**src/rtl/memory_arbiter_pkg.sv**
```systemverilog
// Shared types and constants for the I/D main-memory arbiter.
package memory_arbiter_pkg;

  localparam int DEFAULT_ADDR_WIDTH = 28;
  localparam int DEFAULT_DATA_WIDTH = 128;

  localparam logic REQ_I = 1'b0;
  localparam logic REQ_D = 1'b1;

  typedef enum logic [2:0] {
    IDLE    = 3'd0,
    SERVE_I = 3'd1,
    SERVE_D = 3'd2,
    DONE_I  = 3'd3,
    DONE_D  = 3'd4
  } state_e;

endpackage

```
**src/rtl/memory_arbiter.sv**
```systemverilog
// Two-requester (I-cache / D-cache) arbiter onto one block-wide memory port.
// Optional MEM_ARB_ROUND_ROBIN_EN: alternate grants on simultaneous requests.
module memory_arbiter
  import memory_arbiter_pkg::*;
#(
  parameter int ADDR_WIDTH = DEFAULT_ADDR_WIDTH,
  parameter int DATA_WIDTH = DEFAULT_DATA_WIDTH
) (
  input  logic                  CLK,
  input  logic                  RESET,
  input  logic                  I_READ,
  input  logic [ADDR_WIDTH-1:0] I_ADDRESS,
  output logic [DATA_WIDTH-1:0] I_READDATA,
  output logic                  I_BUSYWAIT,
  input  logic                  D_READ,
  input  logic                  D_WRITE,
  input  logic [ADDR_WIDTH-1:0] D_ADDRESS,
  input  logic [DATA_WIDTH-1:0] D_WRITEDATA,
  output logic [DATA_WIDTH-1:0] D_READDATA,
  output logic                  D_BUSYWAIT,
  output logic                  MEM_READ,
  output logic                  MEM_WRITE,
  output logic [ADDR_WIDTH-1:0] MEM_ADDRESS,
  output logic [DATA_WIDTH-1:0] MEM_WRITEDATA,
  input  logic [DATA_WIDTH-1:0] MEM_READDATA,
  input  logic                  MEM_BUSYWAIT
);

  state_e                  state_q, state_d;
  logic                    write_q, write_d;
  logic [ADDR_WIDTH-1:0]   addr_q, addr_d;
  logic [DATA_WIDTH-1:0]   wdata_q, wdata_d;
  logic [DATA_WIDTH-1:0]   i_rdata_q, i_rdata_d;
  logic [DATA_WIDTH-1:0]   d_rdata_q, d_rdata_d;
  logic                    seen_busy_q, seen_busy_d;
  logic                    grant_d_side, grant_i_side;
  logic                    d_req, i_req, serving;
`ifdef MEM_ARB_ROUND_ROBIN_EN
  logic                    last_grant_q, last_grant_d;
`endif

  assign d_req = D_READ | D_WRITE;
  assign i_req = I_READ;

`ifdef MEM_ARB_ROUND_ROBIN_EN
  // On a tie, D wins only if I was granted last.
  assign grant_d_side = d_req && (!i_req || (last_grant_q == REQ_I));
`else
  assign grant_d_side = d_req;
`endif
  assign grant_i_side = i_req && !grant_d_side;

  always_comb begin
    state_d     = state_q;
    write_d     = write_q;
    addr_d      = addr_q;
    wdata_d     = wdata_q;
    i_rdata_d   = i_rdata_q;
    d_rdata_d   = d_rdata_q;
    seen_busy_d = seen_busy_q;
`ifdef MEM_ARB_ROUND_ROBIN_EN
    last_grant_d = last_grant_q;
`endif
    case (state_q)
      IDLE: begin
        if (grant_d_side) begin
          state_d = SERVE_D;
          write_d = D_WRITE;
          addr_d  = D_ADDRESS;
          wdata_d = D_WRITEDATA;
`ifdef MEM_ARB_ROUND_ROBIN_EN
          last_grant_d = REQ_D;
`endif
        end else if (grant_i_side) begin
          state_d = SERVE_I;
          write_d = 1'b0;
          addr_d  = I_ADDRESS;
          wdata_d = '0;
`ifdef MEM_ARB_ROUND_ROBIN_EN
          last_grant_d = REQ_I;
`endif
        end
      end
      SERVE_I, SERVE_D: begin
        // Completion needs a busy phase first, then the first idle edge.
        if (!seen_busy_q) begin
          seen_busy_d = MEM_BUSYWAIT;
        end else if (!MEM_BUSYWAIT) begin
          seen_busy_d = 1'b0;
          if (state_q == SERVE_I) begin
            state_d   = DONE_I;
            i_rdata_d = MEM_READDATA;
          end else begin
            state_d = DONE_D;
            if (!write_q) begin
              d_rdata_d = MEM_READDATA;
            end
          end
        end
      end
      DONE_I, DONE_D: state_d = IDLE;
      default:        state_d = IDLE;
    endcase
  end

  always_ff @(posedge CLK or posedge RESET) begin
    if (RESET) begin
      state_q     <= IDLE;
      write_q     <= 1'b0;
      addr_q      <= '0;
      wdata_q     <= '0;
      i_rdata_q   <= '0;
      d_rdata_q   <= '0;
      seen_busy_q <= 1'b0;
`ifdef MEM_ARB_ROUND_ROBIN_EN
      last_grant_q <= REQ_I;
`endif
    end else begin
      state_q     <= state_d;
      write_q     <= write_d;
      addr_q      <= addr_d;
      wdata_q     <= wdata_d;
      i_rdata_q   <= i_rdata_d;
      d_rdata_q   <= d_rdata_d;
      seen_busy_q <= seen_busy_d;
`ifdef MEM_ARB_ROUND_ROBIN_EN
      last_grant_q <= last_grant_d;
`endif
    end
  end

  assign serving       = (state_q == SERVE_I) || (state_q == SERVE_D);
  assign MEM_READ      = serving && !write_q;
  assign MEM_WRITE     = serving && write_q;
  assign MEM_ADDRESS   = addr_q;
  assign MEM_WRITEDATA = wdata_q;

  assign I_READDATA = i_rdata_q;
  assign D_READDATA = d_rdata_q;
  // Busywait is combinational so a cache stalls in the cycle it requests.
  assign I_BUSYWAIT = !RESET && i_req && (state_q != DONE_I);
  assign D_BUSYWAIT = !RESET && d_req && (state_q != DONE_D);

endmodule

```
**config.mk**
```make
export PLATFORM = sky130hd
export DESIGN_NAME = memory_arbiter
export DESIGN_NICKNAME = d
export VERILOG_FILES = /design/src/rtl/memory_arbiter_pkg.sv /design/src/rtl/memory_arbiter.sv
export SDC_FILE = /design/constraint.sdc
export NUM_CORES = 1
export LEC_CHECK = 0
export ABC_AREA = 0
export BUFFER_PORTS_ARGS = -buffer_cell sky130_fd_sc_hd__buf_2
export CAP_MARGIN = 10
export CORE_AREA = 3 3 289 291
export CTS_CLUSTER_SIZE = 24
export DETAILED_ROUTE_END_ITERATION = 16
export DIE_AREA = 0 0 292 294
export PLACE_DENSITY = 0.46
export SLEW_MARGIN = 20
export SYNTH_ARGS = -nofsm -noshare
export SYNTH_HDL_FRONTEND = slang
export SYNTH_SLANG_ARGS = --single-unit
```
**constraint.sdc**
```tcl
create_clock -name CLK -period 18.15 [get_ports CLK]
set_input_delay 3.63 -clock CLK [delete_from_list [all_inputs] [get_ports CLK]]
set_output_delay 3.63 -clock CLK [all_outputs]
set_load 0.01 [all_outputs]
```
# Word-level counts from Yosys, hierarchy flattened
# Cells that the tools add are included.
# classes
eq_ne	7
n_mux	14
n_bitwise	4
reduce_logical	18
# ops
operator	n
$mux W128	2
$mux W28	2
$mux W3	5
$logic_and A1 B1 Y1	7
$ne A3 B3 Y1 const B	2
$pmux W3 S2	1
$reduce_and A5 Y1	1
$mux W1	4
$ne A2 B2 Y1 const B	2
$reduce_and A4 Y1	1
$eq A3 B1 Y1 const B	1
$eq A3 B2 Y1 const B	1
$logic_not A1 Y1	3
$logic_not A3 Y1	1
$ne A3 B2 Y1 const B	1
$not A1 Y1	3
$reduce_and A3 Y1	1
$reduce_and A2 Y1	1
$reduce_bool A2 Y1	1
$reduce_or A2 Y1	1
$logic_or A1 B1 Y1	1
$or A1 B1 Y1	1
# totals
regBits	417
inputBits	318
output_inout_bits	416
elab_cells	50

# Depth between registers and ports, before layout
# Gate-level depths: netlist of run 1.
# logic_depth
ltp_word	6
mapped_depth	6
depth_no_buf	3

# Least setup slack after synthesis of run 1
# No wires, ideal clock.
# synth_timing
path_kind	input to output
from	input port RESET
to	output port I_BUSYWAIT
arrival_time_ns	12.877
setup_slack_ns	1.643
cell_stages	3
path_buffers	0
cell_sequence	inv_1 nand2_1 a21oi_1
# synth_via
elab_chain_len	3
# synth_lines
element	line_no	rtl
start, declared	memory_arbiter.sv:10	input logic RESET,
$logic_not A1 Y1	memory_arbiter.sv:141	assign I_BUSYWAIT = !RESET && i_req && (state_q != DONE_I);
$logic_and A1 B1 Y1 (2 in series)	memory_arbiter.sv:141	
end, declared	memory_arbiter.sv:14	output logic I_BUSYWAIT,
# No other way between the ends.

# Worst setup path in the final report of run 1
# Same ends and word-level chain as after synthesis.

==> results of run 1 <==
cells in the mapped netlist:
master    number  area (um^2)
buf_4          1         7.51
a211oi_1       2         15.0
a22o_1       128         1120
o31ai_1        1         7.51
a32o_1         1         10.0
nor3_2         1         10.0
buf_2         51          255
nor2b_1        2         12.5
and2_1         1         6.26
a21oi_1        2         10.0
mux2_2       314         3540
xnor2_1        1         8.76
inv_1          2         7.51
nand2_1        2         7.51
and2b_1        1         7.51
nor3_1         2         10.0
nand3_1        2         10.0
nor2_1         6         22.5
buf_6         12          135
dfrtp_1      417        10400
power by group through the flow:
| stage | sequential (W) | combinational, W | clock (W) |
|---|---|---|---|
| 4_1_cts | 0.00161 | 0.00156 | 0.00101 |
| 5_1_grt | 0.00166 | 0.00164 | 0.00104 |
| 2_1_floorplan | 0.00181 | 0.000633 | 0 |
| 3_5_place_dp | 0.00161 | 0.00156 | 0 |
| 3_3_place_gp | 0.00160 | 0.00154 | 0 |
| 6_report | 0.00160 | 0.00152 | 0.000964 |
worst min-delay path by stage:
stage | from | to | slack [ns]
after floorplan | seen_busy_q$_DFFE_PP0P_ | seen_busy_q$_DFFE_PP0P_ | 0.47
after global placement | I_READDATA[55]$_DFFE_PP0P_ | I_READDATA[55]$_DFFE_PP0P_ | 0.48
after detailed placement | MEM_WRITEDATA[56]$_DFFE_PP0P_ | MEM_WRITEDATA[56]$_DFFE_PP0P_ | 0.49
after CTS | D_READDATA[123]$_DFFE_PP0P_ | D_READDATA[123]$_DFFE_PP0P_ | 0.50
after global routing | I_READDATA[87]$_DFFE_PP0P_ | I_READDATA[87]$_DFFE_PP0P_ | 0.51
final | MEM_WRITEDATA[58]$_DFFE_PP0P_ | MEM_WRITEDATA[58]$_DFFE_PP0P_ | 0.50
flip-flops by register name, summed over array words and instances (netlist names):
signal,cells
seen_busy_q,1
state_q,3
write_q,1
D_READDATA,128
MEM_ADDRESS,28
I_READDATA,128
MEM_WRITEDATA,128
worst max-delay path, cell delays in order:
cell and delay (ns):
buf_2 0.14, inv_8 0.53, nand2_1 0.12, a21oi_1 0.15, buf_2 0.15
metal layers:
metal	share of wire, %	vias to the layer above	GRT usage [%]
li1	-	4934	-
met1	37	5545	12.6
met2	53	435	21.1
met3	6.8	89	3.36
met4	2.7	2	4.24
met5	0.025	-	0
metrics by stage:
| stage | instances | hold WS (ns) |
|---|---|---|
| 2_1_floorplan | 949 | 0.473 |
| 3_3_place_gp | 2691 | 0.481 |
| 3_5_place_dp | 2691 | 0.485 |
| 4_1_cts | 2776 | 0.500 |
| 5_1_grt | 2785 | 0.505 |
| 6_report | 2785 | 0.497 |
final cells by class:
type	count	area [um^2]	share of cell area (%)
sequential	417	10400	47.4
multi-input combinational	466	4850	22.0
timing repair buffer	747	3790	17.2
clock buffer	74	1450	6.60
tap	1060	1330	6.03
clock inverter	11	113	0.512
antenna	8	20.0	0.0910
inverter	2	15.0	0.0682
cells by family (layout without fill, tap and decap cells):
logic type,count (synthesis),after routing
and+or+nand+nor,17,17
AOI/OAI and AO/OA,134,134
muxes,314,314
other,0,8
buffers and inverters,66,834
xor gates and xnor gates,1,1
DFF,417,417
==> flow_summary_export.csv, run 1 <==
group,metric,value,unit
pwr,leakage,11.3,nW
detailed_routing,firstDrtPassIters,4,
critical_path,required,14.52,ns
detailed_routing,via_per_inst,3.95,
place,io_buffer_count,733,
logic_synthesis,synthSimpleGateAreaFrac,0.552,%
logic_synthesis,synth_compound_area_share,7.44,%
cts,cts_num_sinks,417,
logic_synthesis,synth_area,0.0156,mm^2
critical_path,crit_start,"RESET",
cells_and_area,mostFrequentLayoutCell,"buf_2",
sta,rsz0062_at_grt,"no",
critical_path,reg2regPathDepth,5,
sta,fin_ws,9.80,ns
floorplan,die_y,294,um
cells_and_area,drive_above_1_share,66.3,%
pwr,pwr-share-seq,39.2,%
pwr,ir_drop,0.000136,V
cells_and_area,fill_cells,8451,
place,dpl_cell_area,0.0204,mm^2
logic_synthesis,synthesis.instances,949,
pwr,p_int,0.00269,W
critical_path,cp-start-kind,"primary input",
cts,cts_resized,0,
floorplan,die_area,0.0858,mm^2
global_route,grt_use_total,11.5,%
place,gp_congestion,0.834,
run_status,status,"complete, no violations",
cells_and_area,final_cell_mix,"buf_2, dfrtp_1, mux2_2, a22o_1, clkbuf_16",
cts,cts-root-buf,"clkbuf_16",
sta,hold_violations,0,
critical_path,crit_end,"I_BUSYWAIT",
critical_path,crit-reg2reg-launch,"state_q[2]$_DFFE_PP0P_",
floorplan,rows,104,
pwr,power.share.clock,23.6,%
detailed_routing,wl_per_cell,18.8,um
cells_and_area,area_growth,40.7,%
logic_synthesis,synthAdderAreaFrac,0,%
cells_and_area,design_area,0.0220,mm^2
sta,clock_skew,0.0223,ns
cts,post_cts_buffers,0,
sta,slew_violations,0,
sta,slew_headroom,27.4,%
global_route,grt_pass1_vias,12185,
cts,cts_max_path_buffers,3,
global_route,grt_pass1_wl,77000,um
place,place_ws,9.71,ns
critical_path,critPathArrivalTime,4.72,ns
sta,tightest_slew,1.09,ns
detailed_routing,dr.first_iter.drc_count,472,
global_route,grt_max_degree,112,
cts,cts.clk_slew.worst_paths,0.05,ns
pwr,comb_power_share,37.2,%
logic_synthesis,yosysWarnings,0,
logic_synthesis,syn_area_per_cell,16.5,um^2
cts,numCtsBuffers,49,
global_route,grt-ovfl-total,0,
logic_synthesis,synth_xor_area_share,0.0560,%
sta,final.period_utilization,46.0,%
place,post-dp-hpwl,38600,um
global_route,grt_antenna_before_repair,11,
logic_synthesis,synthMuxAreaShare,22.6,%
sta,setup-violations-final,0,
logic_synthesis,synth_cell_types,20,
sta,timing.final.crit_period,8.35,ns
logic_synthesis,synth_top_family_by_area,"multiplexers",
critical_path,r2r_end,"D_READDATA[47]$_DFFE_PP0P_",
cts,h-tree-depth,2,
cts,cts_tree,"yes",
floorplan,die_w,292,um
detailed_routing,ant_nets,0,
sta,fmax,120,MHz
floorplan,core-area,0.0808,mm^2
logic_synthesis,ys_seq_area_share,66.7,%
flow_run,maxCapViolCount,0,
hold_path,hp-class,"reg -> reg",
critical_path,rrSetupSlack,14.95,ns
sta,timing.setup.tns,0,ns
detailed_routing,route.detailed.drc,0,
detailed_routing,vias,11005,
detailed_routing,drt_wl_total,52400,um
cells_and_area,fin_util,27.2,%
logic_synthesis,synth_nets,1267,
cells_and_area,nets,2001,
pwr,p_switching,0.00140,W
floorplan,initial_utilization,19.3,%
cts,ctsHoldBuffers,0,
logic_synthesis,ys_ff_latch,417,
cts,clkLatencyLatePin,0.57,ns
critical_path,crit_type,"in -> out",
pwr,power.total,0.00409,W
pwr,p_sw_share,34.1,%
hold_path,min_path_cells,1,
floorplan,io_pins,734,
pwr,pwr_density_cell,186,mW/mm^2
critical_path,path_max_fanout,111,
critical_path,end_kind,"output pin",
Note: power is estimated with default switching activity, not from simulation.
==> inputs of run 2 (changes only) <==
==> constraint.sdc (replaced) <==
create_clock -name CLK -period 8.4 [get_ports CLK]
set_input_delay 1.68 -clock CLK [delete_from_list [all_inputs] [get_ports CLK]]
set_output_delay 1.68 -clock CLK [all_outputs]
set_load 0.01 [all_outputs]
==> flow_summary_export.csv, run 2 (synthesized netlist as in run 1, its figures left out) <==
group,metric,value,unit
cts,post_cts_buffers,0,
pwr,comb_power_share,36.6,%
cts,ctsHoldBuffers,0,
cts,cts_num_sinks,417,
detailed_routing,dr.first_iter.drc_count,441,
cells_and_area,mostFrequentLayoutCell,"buf_2",
pwr,leakage,11.4,nW
detailed_routing,ant_nets,0,
cells_and_area,final_cells,2786,
place,post-dp-hpwl,39200,um
critical_path,path_cells,"buf_2, nor2_4, a211oi_1, buf_2",
global_route,grt-ovfl-total,0,
floorplan,core-area,0.0808,mm^2
place,dpl_cell_area,0.0204,mm^2
floorplan,die_y,294,um
floorplan,rows,104,
floorplan,die_area,0.0858,mm^2
cts,cts_max_path_buffers,3,
sta,rsz0062_at_grt,"no",
cts,cts_tree,"yes",
cells_and_area,drive_above_1_share,66.6,%
critical_path,slowest_delay,0.69,ns
detailed_routing,vias,11056,
critical_path,crit_family,"simple AND/OR/NAND/NOR gates",
critical_path,end_kind,"output pin",
critical_path,crit_slowest_cell,"nor2_4",
cells_and_area,fin_util,27.4,%
hold_path,hp-class,"reg -> reg",
cts,cts.clk_slew.worst_paths,0.06,ns
critical_path,crit_type,"in -> out",
place,gp_congestion,0.873,
cells_and_area,design_area,0.0221,mm^2
run_status,status,"complete, no violations",
pwr,pwr-share-seq,38.6,%
place,dpl.cell_count,2689,
detailed_routing,via_per_inst,3.97,
detailed_routing,firstDrtPassIters,4,
pwr,p_sw_share,33.8,%
sta,clock_skew,0.0151,ns
cts,h-tree-depth,2,
cts,cts-root-buf,"clkbuf_16",
global_route,grt_pass1_vias,12130,
pwr,ir_drop,0.000285,V
cts,clkLatencyLatePin,0.58,ns
global_route,grt_use_total,11.8,%
detailed_routing,route.detailed.drc,0,
pwr,p_int,0.00595,W
global_route,grt_pass1_wl,77600,um
global_route,grt_antenna_before_repair,17,
critical_path,cp_common_cell,"buf_2",
pwr,power.total,0.00899,W
global_route,grt_max_degree,172,
pwr,p_switching,0.00304,W
cts,numCtsBuffers,48,
sta,slew_violations,0,
critical_path,required,6.72,ns
place,io_buffer_count,733,
sta,tightest_slew,1.09,ns
critical_path,cp-start-kind,"primary input",
cells_and_area,final_cell_mix,"buf_2, dfrtp_1, mux2_2, a22o_1, clkbuf_16",
cells_and_area,area_growth,41.6,%
sta,fmax,221,MHz
floorplan,initial_utilization,19.3,%
sta,setup-violations-final,0,
sta,hold_violations,0,
critical_path,path_max_fanout,32,
cells_and_area,nets,1998,
pwr,pwr_density_cell,406,mW/mm^2
detailed_routing,wl_per_cell,18.9,um
pwr,power.share.clock,24.9,%
floorplan,die_w,292,um
sta,slew_headroom,27.4,%
flow_run,maxCapViolCount,0,
sta,timing.setup.tns,0,ns
sta,timing.final.crit_period,4.53,ns
critical_path,critPathArrivalTime,2.85,ns
cts,cts_resized,0,
critical_path,critPathBufInv,2,
detailed_routing,drt_wl_total,52800,um
sta,final.period_utilization,53.9,%
floorplan,io_pins,734,
-- run 2: metal layers --
layer  routed length [um]  GRT usage, %  part of all wire, %
met5                   51             0                0.097
met4                 1610          4.71                  3.0
met3                 4210          3.90                  8.0
met2                27800          21.3                   53
met1                19100          12.6                   36
-- run 2: cell type report --
| type | instances | area, um^2 |
|---|---|---|
| Fill cell | 8458 | 58700 |
| Sequential cell | 417 | 10400 |
| Multi-Input combinational cell | 466 | 4850 |
| Timing Repair Buffer | 745 | 3820 |
| Tap cell | 1060 | 1330 |
| Clock buffer | 62 | 1320 |
| Clock inverter | 24 | 359 |
| Antenna cell | 10 | 25.0 |
| Inverter | 2 | 11.3 |
-- run 2: stage by stage --
stage / setup slack, ns / hold WS [ns]
after floorplan: -1.10 / 0.473
after global routing: 3.77 / 0.507
after CTS: 3.86 / 0.500
after global placement: 3.92 / 0.482
final: 3.87 / 0.497
after detailed placement: 3.87 / 0.485
-- run 2: worst paths after layout --
| path | from | end | slack (ns) | cells past startpoint |
|---|---|---|---|---|
| max | D_WRITE | D_BUSYWAIT | 3.87 | 4 |
| min | MEM_WRITEDATA[55]$_DFFE_PP0P_ | MEM_WRITEDATA[55]$_DFFE_PP0P_ | 0.50 | 1 |
| max reg2reg | state_q[2]$_DFFE_PP0P_ | D_READDATA[48]$_DFFE_PP0P_ | 5.17 | 5 |
| min reg2reg | MEM_WRITEDATA[55]$_DFFE_PP0P_ | MEM_WRITEDATA[55]$_DFFE_PP0P_ | 0.50 | 1 |
| max in group asynchronous | RESET | I_READDATA[75]$_DFFE_PP0P_ | 5.11 | 5 |
| min in group asynchronous | RESET | MEM_ADDRESS[18]$_DFFE_PP0P_ | 1.40 | 3 |
-- run 2: worst register-to-register path, cell delays in order (launching register included) --
cell and delay, ns:
dfrtp_1 0.54, and2b_1 0.28, nand3_4 0.42, buf_4 0.56, buf_4 0.78, mux2_2 0.52
-- run 2: power groups by stage --
stage | clock [W] | sequential, W | combinational [W]
after global routing | 0.00240 | 0.00359 | 0.00354
after detailed placement | 0 | 0.00349 | 0.00336
after CTS | 0.00232 | 0.00347 | 0.00336
after global placement | 0 | 0.00347 | 0.00332
after floorplan | 0 | 0.00391 | 0.00137
final | 0.00224 | 0.00347 | 0.00329
==> inputs of run 3 (changes only) <==
==> constraint.sdc (replaced) <==
create_clock -name CLK -period 4.65 [get_ports CLK]
set_input_delay 0.93 -clock CLK [delete_from_list [all_inputs] [get_ports CLK]]
set_output_delay 0.93 -clock CLK [all_outputs]
set_load 0.01 [all_outputs]
==> flow_summary_export.csv, run 3 (synthesized netlist as in run 1, its figures left out) <==
group,metric,value,unit
run_status,status,"complete, no violations",
global_route,grt-ovfl-total,0,
critical_path,path_max_fanout,69,
sta,setup-violations-final,0,
hold_path,hp-class,"reg -> reg",
cts,cts-root-buf,"clkbuf_16",
cts,cts.clk_slew.worst_paths,0.06,ns
critical_path,crit_start,"state_q[2]$_DFFE_PP0P_",
place,io_buffer_count,733,
flow_run,maxCapViolCount,0,
cells_and_area,nets,1997,
sta,timing.setup.tns,0,ns
sta,tightest_slew,1.04,ns
floorplan,initial_utilization,19.3,%
critical_path,crit_type,"reg -> reg",
cts,post_cts_buffers,0,
detailed_routing,drt_wl_total,52100,um
cts,cts_tree,"yes",
sta,clock_skew,0.0115,ns
cts,h-tree-depth,2,
critical_path,crit_slowest_cell,"buf_4",
detailed_routing,firstDrtPassIters,4,
global_route,grt_pass1_vias,12118,
global_route,grt_pass1_wl,77300,um
critical_path,end_kind,"register",
critical_path,critPathBufInv,2,
detailed_routing,wl_per_cell,18.7,um
place,post-dp-hpwl,38700,um
cts,clkLatencyLatePin,0.57,ns
pwr,power.share.clock,23.9,%
pwr,p_sw_share,34.0,%
place,gp_congestion,0.875,
sta,hold_violations,0,
critical_path,slowest_delay,0.79,ns
floorplan,rows,104,
detailed_routing,route.detailed.drc,0,
sta,slew_violations,0,
cts,cts_resized,0,
cells_and_area,mostFrequentLayoutCell,"buf_2",
global_route,grt_max_degree,153,
pwr,pwr_density_cell,726,mW/mm^2
detailed_routing,via_per_inst,3.94,
floorplan,io_pins,734,
sta,timing.final.crit_period,3.09,ns
floorplan,core-area,0.0808,mm^2
critical_path,cp-start-kind,"register",
pwr,ir_drop,0.000613,V
detailed_routing,vias,10961,
floorplan,die_area,0.0858,mm^2
sta,final.period_utilization,66.5,%
cts,ctsHoldBuffers,0,
sta,slew_headroom,30.5,%
pwr,pwr-share-seq,39.1,%
cells_and_area,drive_above_1_share,66.5,%
cts,cts_max_path_buffers,3,
critical_path,crit-reg2reg-launch,"state_q[2]$_DFFE_PP0P_",
cells_and_area,fin_util,27.3,%
pwr,comb_power_share,37.0,%
cts,numCtsBuffers,48,
pwr,leakage,11.4,nW
critical_path,required,5.10,ns
cts,cts_num_sinks,417,
cells_and_area,final_cell_mix,"buf_2, dfrtp_1, mux2_2, a22o_1, clkbuf_16",
detailed_routing,dr.first_iter.drc_count,430,
place,dpl_cell_area,0.0204,mm^2
pwr,p_switching,0.00545,W
cells_and_area,fill_cells,8422,
critical_path,cp_common_cell,"buf_4",
critical_path,crit_family,"buffers and inverters",
floorplan,die_w,292,um
sta,fmax,323,MHz
global_route,grt_use_total,11.6,%
critical_path,path_cells,"and2b_1, nand3_4, buf_4, buf_4, mux2_2",
cells_and_area,design_area,0.0220,mm^2
cells_and_area,area_growth,41.0,%
global_route,grt_antenna_before_repair,8,
pwr,p_int,0.0106,W
detailed_routing,ant_nets,0,
critical_path,critPathArrivalTime,3.54,ns
hold_path,hp-start,"I_READDATA[80]$_DFFE_PP0P_",
floorplan,die_y,294,um
sta,rsz0062_at_grt,"no",
-- run 3: changes by cell type in the layout (fill, tap and decap cells not counted), moves of 2 or more --
cell	delta
bufinv_16	-5
clkbuf_8	+5
diode_2	-4
buf_12	+2
-- run 3: layout make-up --
class | instances | area, um^2 | area share (%)
Clock buffer | 68 | 1390 | 6.30
Timing Repair Buffer | 744 | 3810 | 17.3
Multi-Input combinational cell | 466 | 4850 | 22.0
Sequential cell | 417 | 10400 | 47.3
Antenna cell | 6 | 15.0 | 0.0681
Clock inverter | 18 | 204 | 0.925
Tap cell | 1060 | 1330 | 6.02
Inverter | 2 | 11.3 | 0.0511
-- run 3: through the flow --
stage / worst slack [ns] / power (W) / std cells / hold WS [ns]
after global placement: 1.17 / 0.0123 / 2689 / 0.483
after detailed placement: 1.13 / 0.0124 / 2689 / 0.485
after global routing: 1.36 / 0.0170 / 2781 / 0.507
after floorplan: -3.35 / 0.00954 / 949 / 0.473
after CTS: 1.53 / 0.0163 / 2775 / 0.500
final: 1.56 / 0.0160 / 2781 / 0.496
-- run 3: layer usage --
layer | global-route usage, % | wire length (um) | part of all wire, % | up-vias
met4 | 4.50 | 1590 | 3.1 | 2
met3 | 3.64 | 4020 | 7.7 | 86
li1 | - | - | - | 4927
met5 | 0 | 13 | 0.025 | -
met1 | 12.8 | 19200 | 37 | 5499
met2 | 21.0 | 27300 | 52 | 447
-- run 3: power by group through the flow --
| stage | clock network, W | logic (W) | registers, W |
|---|---|---|---|
| 2_1_floorplan | 0 | 0.00247 | 0.00707 |
| 3_3_place_gp | 0 | 0.00598 | 0.00627 |
| 3_5_place_dp | 0 | 0.00606 | 0.00630 |
| 4_1_cts | 0.00398 | 0.00606 | 0.00627 |
| 5_1_grt | 0.00414 | 0.00638 | 0.00648 |
| 6_report | 0.00383 | 0.00592 | 0.00625 |
-- run 3: worst paths after layout --
| kind | to | depth (start not counted) | slack, ns |
|---|---|---|---|
| worst max-delay path | D_READDATA[39]$_DFFE_PP0P_ | 5 | 1.56 |
| worst min-delay path | I_READDATA[80]$_DFFE_PP0P_ | 1 | 0.50 |
| worst max register to register | D_READDATA[39]$_DFFE_PP0P_ | 5 | 1.56 |
| worst min register to register | I_READDATA[80]$_DFFE_PP0P_ | 1 | 0.50 |
| max in group asynchronous | D_READDATA[48]$_DFFE_PP0P_ | 4 | 2.63 |
| min in group asynchronous | D_READDATA[6]$_DFFE_PP0P_ | 3 | 0.68 |
-- run 3: worst register-to-register path: cells and delay by family, from the launching register on --
family        cells  cell delay (ns)
flops             1             0.51
simple gates      2             0.35
buf+inv           2             1.63
mux               1             0.49
